$ cat src/rtl/uart_tx_arbiter.sv
// uart_tx_arbiter: round-robin share of one byte-level UART TX
// among four requesters, sent as 8-byte framed replies.
module uart_tx_arbiter #(
  parameter int unsigned TIMEOUT = 100000,
  parameter int unsigned TO_W    = 17
) (
  input  logic        Clk,
  input  logic        Reset,
  input  logic [3:0]  req,
  input  logic [95:0] req_data,
  input  logic        Tx_Done,
  output logic        Send_En,
  output logic [7:0]  Tx_Data,
  output logic [3:0]  ack,
  output logic        busy,
  output logic [1:0]  cur_id,
  output logic        frame_done,
  output logic        timeout_err
);

  typedef enum logic {
    S_IDLE = 1'b0,
    S_WAIT = 1'b1
  } state_e;

  localparam logic [7:0] HDR0 = 8'h55;
  localparam logic [7:0] HDR1 = 8'hA5;
  localparam logic [7:0] TAIL = 8'hF0;

  state_e          state_q, state_d;
  logic [1:0]      rr_ptr_q, rr_ptr_d;
  logic [2:0]      idx_q, idx_d;
  logic [TO_W-1:0] wd_q, wd_d;
  logic [23:0]     pay_q, pay_d;
  logic [7:0]      chk_q, chk_d;
  logic            send_q, send_d;
  logic [7:0]      data_q, data_d;
  logic [3:0]      ack_q, ack_d;
  logic            busy_q, busy_d;
  logic [1:0]      id_q, id_d;
  logic            done_q, done_d;
  logic            terr_q, terr_d;

  logic            gnt_vld;
  logic [1:0]      gnt_id;
  logic [1:0]      cand;
  logic [23:0]     gnt_pay;
  logic [7:0]      gnt_chk;
  logic            tx_ok;
  logic            wd_exp;
  logic [2:0]      idx_nx;

  // Byte i of the reply frame for requester id with payload p.
  function automatic logic [7:0] frame_byte(
    input logic [2:0]  i,
    input logic [1:0]  id,
    input logic [23:0] p,
    input logic [7:0]  c
  );
    logic [7:0] b;
    b = 8'h00;
    case (i)
      3'd0: b = HDR0;
      3'd1: b = HDR1;
      3'd2: b = {6'b0, id};
      3'd3: b = p[23:16];
      3'd4: b = p[15:8];
      3'd5: b = p[7:0];
      3'd6: b = c;
      3'd7: b = TAIL;
      default: b = 8'h00;
    endcase
    return b;
  endfunction

  // Round-robin scan: first set req at or after rr_ptr, wrapping.
  always_comb begin
    gnt_vld = 1'b0;
    gnt_id  = rr_ptr_q;
    cand    = rr_ptr_q;
    for (int i = 0; i < 4; i++) begin
      cand = rr_ptr_q + 2'(i);
      if (!gnt_vld && req[cand]) begin
        gnt_vld = 1'b1;
        gnt_id  = cand;
      end
    end
  end

  // Payload slice and checksum of the candidate grant.
  always_comb begin
    gnt_pay = req_data[23:0];
    case (gnt_id)
      2'd0: gnt_pay = req_data[23:0];
      2'd1: gnt_pay = req_data[47:24];
      2'd2: gnt_pay = req_data[71:48];
      2'd3: gnt_pay = req_data[95:72];
      default: gnt_pay = req_data[23:0];
    endcase
    gnt_chk = {6'b0, gnt_id} ^ gnt_pay[23:16]
            ^ gnt_pay[15:8] ^ gnt_pay[7:0];
  end

  // A Tx_Done in the Send_En cycle belongs to no byte of ours.
  assign tx_ok  = Tx_Done & ~send_q;
  assign wd_exp = (wd_q == TO_W'(TIMEOUT));
  assign idx_nx = idx_q + 3'd1;

  // Next-state and registered-output logic of the frame sequencer.
  always_comb begin
    state_d  = state_q;
    rr_ptr_d = rr_ptr_q;
    idx_d    = idx_q;
    wd_d     = wd_q;
    pay_d    = pay_q;
    chk_d    = chk_q;
    send_d   = 1'b0;
    data_d   = data_q;
    ack_d    = 4'b0;
    busy_d   = busy_q;
    id_d     = id_q;
    done_d   = 1'b0;
    terr_d   = 1'b0;
    case (state_q)
      S_IDLE: begin
        if (gnt_vld) begin
          ack_d    = 4'b0001 << gnt_id;
          busy_d   = 1'b1;
          id_d     = gnt_id;
          pay_d    = gnt_pay;
          chk_d    = gnt_chk;
          idx_d    = 3'd0;
          wd_d     = '0;
          send_d   = 1'b1;
          data_d   = HDR0;
          rr_ptr_d = gnt_id + 2'd1;
          state_d  = S_WAIT;
        end
      end
      S_WAIT: begin
        if (tx_ok) begin
          if (idx_q == 3'd7) begin
            done_d  = 1'b1;
            busy_d  = 1'b0;
            state_d = S_IDLE;
          end else begin
            idx_d  = idx_nx;
            send_d = 1'b1;
            data_d = frame_byte(idx_nx, id_q, pay_q, chk_q);
            wd_d   = '0;
          end
        end else if (wd_exp) begin
          terr_d  = 1'b1;
          busy_d  = 1'b0;
          state_d = S_IDLE;
        end else begin
          wd_d = wd_q + TO_W'(1);
        end
      end
      default: state_d = S_IDLE;
    endcase
  end

  // State and output registers, cleared asynchronously by Reset.
  always_ff @(posedge Clk or posedge Reset) begin
    if (Reset) begin
      state_q  <= S_IDLE;
      rr_ptr_q <= 2'd0;
      idx_q    <= 3'd0;
      wd_q     <= '0;
      pay_q    <= 24'd0;
      chk_q    <= 8'd0;
      send_q   <= 1'b0;
      data_q   <= 8'd0;
      ack_q    <= 4'd0;
      busy_q   <= 1'b0;
      id_q     <= 2'd0;
      done_q   <= 1'b0;
      terr_q   <= 1'b0;
    end else begin
      state_q  <= state_d;
      rr_ptr_q <= rr_ptr_d;
      idx_q    <= idx_d;
      wd_q     <= wd_d;
      pay_q    <= pay_d;
      chk_q    <= chk_d;
      send_q   <= send_d;
      data_q   <= data_d;
      ack_q    <= ack_d;
      busy_q   <= busy_d;
      id_q     <= id_d;
      done_q   <= done_d;
      terr_q   <= terr_d;
    end
  end

  assign Send_En     = send_q;
  assign Tx_Data     = data_q;
  assign ack         = ack_q;
  assign busy        = busy_q;
  assign cur_id      = id_q;
  assign frame_done  = done_q;
  assign timeout_err = terr_q;

endmodule

$ cat config.mk
export PLATFORM = sky130hd
export DESIGN_NAME = uart_tx_arbiter
export DESIGN_NICKNAME = d
export VERILOG_FILES = /design/src/rtl/uart_tx_arbiter.sv
export SDC_FILE = /design/constraint.sdc
export NUM_CORES = 1
export LEC_CHECK = 0
export ABC_AREA = 0
export BUFFER_PORTS_ARGS = -buffer_cell sky130_fd_sc_hd__buf_2
export CAP_MARGIN = 10
export CELL_PAD_IN_SITES_DETAIL_PLACEMENT = 1
export CELL_PAD_IN_SITES_GLOBAL_PLACEMENT = 1
export CORE_UTILIZATION = 42
export CTS_CLUSTER_DIAMETER = 40
export CTS_CLUSTER_SIZE = 8
export DETAILED_ROUTE_END_ITERATION = 12
export PLACE_DENSITY_LB_ADDON = 0.05
export SKIP_LAST_GASP = 1
export SYNTH_ARGS = -nofsm -noshare
export SYNTH_HDL_FRONTEND = slang
export SYNTH_SLANG_ARGS = --single-unit
$ cat constraint.sdc
create_clock -name Clk -period 6.6 [get_ports Clk]
set_input_delay 1.32 -clock Clk [delete_from_list [all_inputs] [get_ports Clk]]
set_output_delay 1.32 -clock Clk [all_outputs]
set_load 0.1 [all_outputs]
* Yosys cells after proc, flatten, opt, wreduce, memory -nomap -nowiden
Index checks and enable logic that the tools add are counted.
Cells by class: shift operators 1, equality and inequality tests 19, reduce and logical (&&, ||, !) cells 12, add/subtract/negate cells 6, $lt $le $gt $ge 4, muxes and demuxes 50, bitwise operators 6
Operator list (count):
- one-hot mux 24 bit (4 select lines) | 1
- two-way mux 17 bit | 4
- one-hot mux 8 bit (8 select lines) | 1
- one-hot mux 17 bit (2 select lines) | 1
- two-way mux 8 bit | 3
- two-way mux 1 bit | 23
- adder 17 x 1 -> 17 bit, second input constant | 1
- == test 17 bit, second input constant | 1
- one-hot mux 8 bit (2 select lines) | 1
- bitwise XOR 8 bit | 2
- == test 3 bit, second input constant | 5
- < comparator 2 x 3 -> 1 bit, second input constant | 4
- two-way mux 3 bit | 3
- AND reduction 3 bit | 3
- binary-select mux 1 bit (select 2 bit) | 4
- two-way mux 4 bit | 2
- bitwise XOR 2 x 8 -> 8 bit | 1
- == test 3 x 2 -> 1 bit, second input constant | 2
- two-way mux 2 bit | 3
- != test 3 bit, second input constant | 2
- one-hot mux 1 bit (2 select lines) | 3
- one-hot mux 3 bit (2 select lines) | 1
- adder 2 x 1 -> 2 bit, second input constant | 2
- adder 2 bit, second input constant | 2
- 16 further kinds | 23
Storage, ports and cells: register bits 73, input port bits 103, output and inout bits 18, logic and storage cells 111

* Longest topological paths before layout
depth in word-level cells 17, mapped depth 12, depth with buffers taken out 10

* Worst setup path after synthesis
Ideal clock, no wire load.
kind input to register, start point input req[0], end point register chk_q[0], arrival 3403 ps, cell stages on the path 11, setup time 74 ps, slack 3123 ps, cell sequence nor2b_1 -> a21oi_1 -> a21oi_1 -> inv_1 -> ha_1 -> buf_6 -> a222oi_1 -> mux2i_1 -> xnor2_2 -> xnor3_1 -> o21ai_2
On the way: longest elaborated chain between the ends 17
RTL lines:
- start: declaration | line 9 | input logic [3:0] req,
- binary-select mux 1 bit (select 2 bit) | line 83 | if (!gnt_vld && req[cand]) begin
- two-way mux 1 bit (implied by the code) | line 83
- two-way mux 1 bit | line 83
- logical NOT 1 bit | line 83
- logical AND 1 bit | line 83
- two-way mux 1 bit | line 83
- logical NOT 1 bit | line 83
- logical AND 1 bit | line 83
- [... 2 more ...]
- logical AND 1 bit | line 83
- two-way mux 2 bit (*) | line 83
- named net gnt_id[1] | line 45 | logic [1:0] gnt_id;
- == test 2 bit (tied with other cells) | line 93 | case (gnt_id)
- one-hot mux 24 bit (4 select lines) (*) | line 93
- bitwise XOR 2 x 8 -> 8 bit | line 100 | gnt_chk = {6'b0, gnt_id} ^ gnt_pay[23:16]
- bitwise XOR 8 bit | line 101 | ^ gnt_pay[15:8] ^ gnt_pay[7:0];
- bitwise XOR 8 bit (*) | line 101
- end signal: assignment | line 186 | chk_q <= chk_d;
- end: declaration | line 35 | logic [7:0] chk_q, chk_d;
The timed path passes the listed nets; every way through them passes the cells marked *. The select of a mux whose other input is x is not followed. A chain may end at the register's enable or synchronous reset.

* Final worst setup path
start point input req[3], end point register chk_q[1]
On the way: longest elaborated chain between the ends 17
RTL lines (line):
- binary-select mux 1 bit (select 2 bit) | 83
- two-way mux 1 bit (implied by the code) | 83
- two-way mux 1 bit | 83
- logical NOT 1 bit | 83
- logical AND 1 bit | 83
- two-way mux 1 bit | 83
- logical NOT 1 bit | 83
- logical AND 1 bit | 83
- two-way mux 1 bit | 83
- logical NOT 1 bit | 83
- logical AND 1 bit | 83
- two-way mux 2 bit | 83
- == test 2 bit (tied with other cells) | 93
- one-hot mux 24 bit (4 select lines) | 93
- bitwise XOR 2 x 8 -> 8 bit | 100
- bitwise XOR 8 bit (2 in series) | 101
Several ways; a longest one is shown, not always the timed one. The select of a mux whose other input is x is not followed.

==> results.ini <==
[floorplan]
coreArea_um2=9860
die_area_um2=10600
fp.dieW_um=103
rows=36
start_util_pct=43.6
ios=121
die_y_um=103

[global_route]
grt_pass1_vias=3909
grt_max_degree=74
antenna_found_initial=0
groute.usage.overall_pct=23.5
overflow=0
grt_pass1_wl_mm=19.0

[worst_setup_path]
rrSetupSlack_ns=3.34
crit_end=chk_q[1]
r2r-end=chk_q[1]
start_kind=primary input
endpoint_kind=register
crit_start=req[3]
rr_startpoint=rr_ptr_q[1]
arrival_ns=4.32
path_class=in -> reg
cp_max_fo=25
r2r_cells=9
crit_required_ns=6.88

[finish]
syn_to_final_growth_pct=20.0
fin_cells=716
multi_input_area_um2=2190
drive_gt1_share_pct=26.2
diodes=0
regArea_um2=1830
final_nets=694
finish.utilization_pct=52.3
fill_cells=1199

[clock_tree]
clockBufferDepth=2
cts_tree=yes
clock_sinks=73
root_buffer=clkbuf_8
cts-htree-levels=3
numCtsBuffers=9
cts_resized=0
holdBufCountCts=0
clk_latency_ns=0.35
clk_pin_slew_ns=0.08
cts_setup_buffers=0

[drt]
dr_wl_met2_mm=5.75
vias_per_cell=5.22
final_antenna_net_count=0
drt_wl_total_mm=11.7
vias=3739
drt_first_pass_iters=9
first_iter_violations=220
wirelength_met1_mm=5.32
top_layer_used=met4
drc=0
met3_wirelength_um=534
wl_per_cell_um=16.4

[timing]
slew_headroom_pct=38.3
max_freq_mhz=248
period_minus_slack_ns=4.03
layout_worst_path_cycle_share_pct=61.1
finalSetupViolCount=0
fin_hold_ws_ns=0.479
hold_viol_final=0
worst_pin_slew_ns=0.925
fin_setup_tns_ns=0
finalMaxSlewViolations=0
rsz0062_at_grt=false
finalClockSkew_ns=0.00891

[yosys]
syn_inst=473
yosys_warnings=0
avgSynthCellArea_um2=9.09
synthArstFlopShare_pct=100
ys_seq_elements=73
syn_area_um2=4300
syn_nets=589
synth_edf_count=0
dominantRegCellSynth=dfrtp_1
ys_seq_area_share_pct=42.5
netlist-cell-type-count=53

[place]
dp.final_hpwl_mm=8.87
gp_congestion=0.849
port_buffers=120
dp.cells=700

[outcome]
status=complete, no violations

[power_and_ir_drop]
vdd_drop_max_v=0.000173
power_leakage_nw=2.66
powerDensity_nw_per_um2=480

[job]
cap_violations=0

[worst_hold_path]
min_path_type=reg -> reg

## Yosys cell counts, types with 4 or more instances
cell type  instances  area share [%]
nand3_1            9             1.0
a22o_1             4            0.82
a222oi_1          27             6.3
nor2_1            31             2.7
ha_1              13             3.8
o21ai_1           12             1.4
and2_1             5            0.73
mux2i_1           26             6.1
buf_2             14             1.6
clkbuf_1          13             1.1
nor3_1             4            0.47
nand4_1            5            0.73
xnor2_1            7             1.4
inv_1             35             3.1
a21oi_1           17             2.0
xor2_1            20             4.1
nand2_1          102             8.9
dfrtp_1           73              43
## sequential cells by signal, indices dropped and copies added (netlist names)
signal and count:
rr_ptr_q 2, ack 4, idx_q 3, Tx_Data 8
timeout_err 1, busy 1, pay_q 24, cur_id 2
wd_q 17, Send_En 1, state_q 1, chk_q 8
frame_done 1
## power breakdown
part / leakage [nW] / internal (W) / total (W) / switching [W]
clock network: 0.109 / 0.000194 / 0.000361 / 0.000167
registers: 0.934 / 0.000600 / 0.000705 / 0.000105
logic: 1.62 / 0.000494 / 0.00141 / 0.000916
## how the worst min path moves through the flow
stage | slack (ns) | depth (start not counted) | endpoint | start
CTS | 0.48 | 2 | pay_q[3] | pay_q[3]
global route | 0.50 | 2 | pay_q[6] | pay_q[6]
floorplan | 0.44 | 2 | pay_q[5] | pay_q[5]
detailed placement | 0.46 | 2 | pay_q[3] | pay_q[3]
global placement | 0.46 | 2 | pay_q[5] | pay_q[5]
finish | 0.48 | 2 | pay_q[7] | pay_q[7]
## critical path, stage by stage
cell and delay [ns]:
buf_2 0.14, nor2b_1 0.22, a21oi_1 0.11, a21oi_1 0.47
ha_1 0.83, a222oi_1 0.26, mux2i_1 0.35, xnor2_2 0.17
xnor3_1 0.33, o21ai_2 0.12
## layer usage
layer,track usage [%],up-vias
li1,-,1847
met1,29.2,1752
met2,41.2,129
met3,4.68,11
met4,6.93,0
met5,0,-
## area by class of cell
cell class | instances | area share [%]
multi-input cells | 333 | 42.5
flip-flops and latches | 73 | 35.4
well taps | 133 | 3.23
clock inverters | 5 | 1.04
clock buffers | 11 | 2.94
repair buffers | 124 | 12.2
inverters | 37 | 2.69
## cell usage in the layout (no fill, tap or decap), types with 11 or more instances in the layout
| cell type | n |
|---|---|
| xor2_1 | 20 |
| ha_1 | 13 |
| clkbuf_8 | 11 |
| o21ai_1 | 12 |
| a222oi_1 | 27 |
| nand2_1 | 102 |
| mux2i_1 | 26 |
| buf_2 | 120 |
| inv_1 | 34 |
| a21oi_1 | 17 |
| dfrtp_1 | 73 |
| nor2_1 | 30 |
## stage by stage
stage	power [W]	setup slack (ns)	area [um^2]
5_1_grt	0.00266	2.32	5160
4_1_cts	0.00250	2.49	5160
6_report	0.00248	2.57	5160
3_5_place_dp	0.00213	2.18	4950
2_1_floorplan	0.00184	3.12	4300
3_3_place_gp	0.00208	2.40	4950
## kinds of logic (layout without fill, tap and decap cells)
logic type | after synthesis | after routing | synth area share [%]
flip-flops | 73 | 73 | 42.5
AO/OA/AOI/OAI | 85 | 85 | 15.1
AND/OR/NAND/NOR | 178 | 178 | 18.6
buffers and inverters | 67 | 177 | 6.61
adder cells (fa/ha/maj) | 13 | 13 | 3.78
multiplexers | 26 | 26 | 6.06
XOR/XNOR | 31 | 31 | 7.31
No activity file was read; power rests on OpenSTA's default activity.
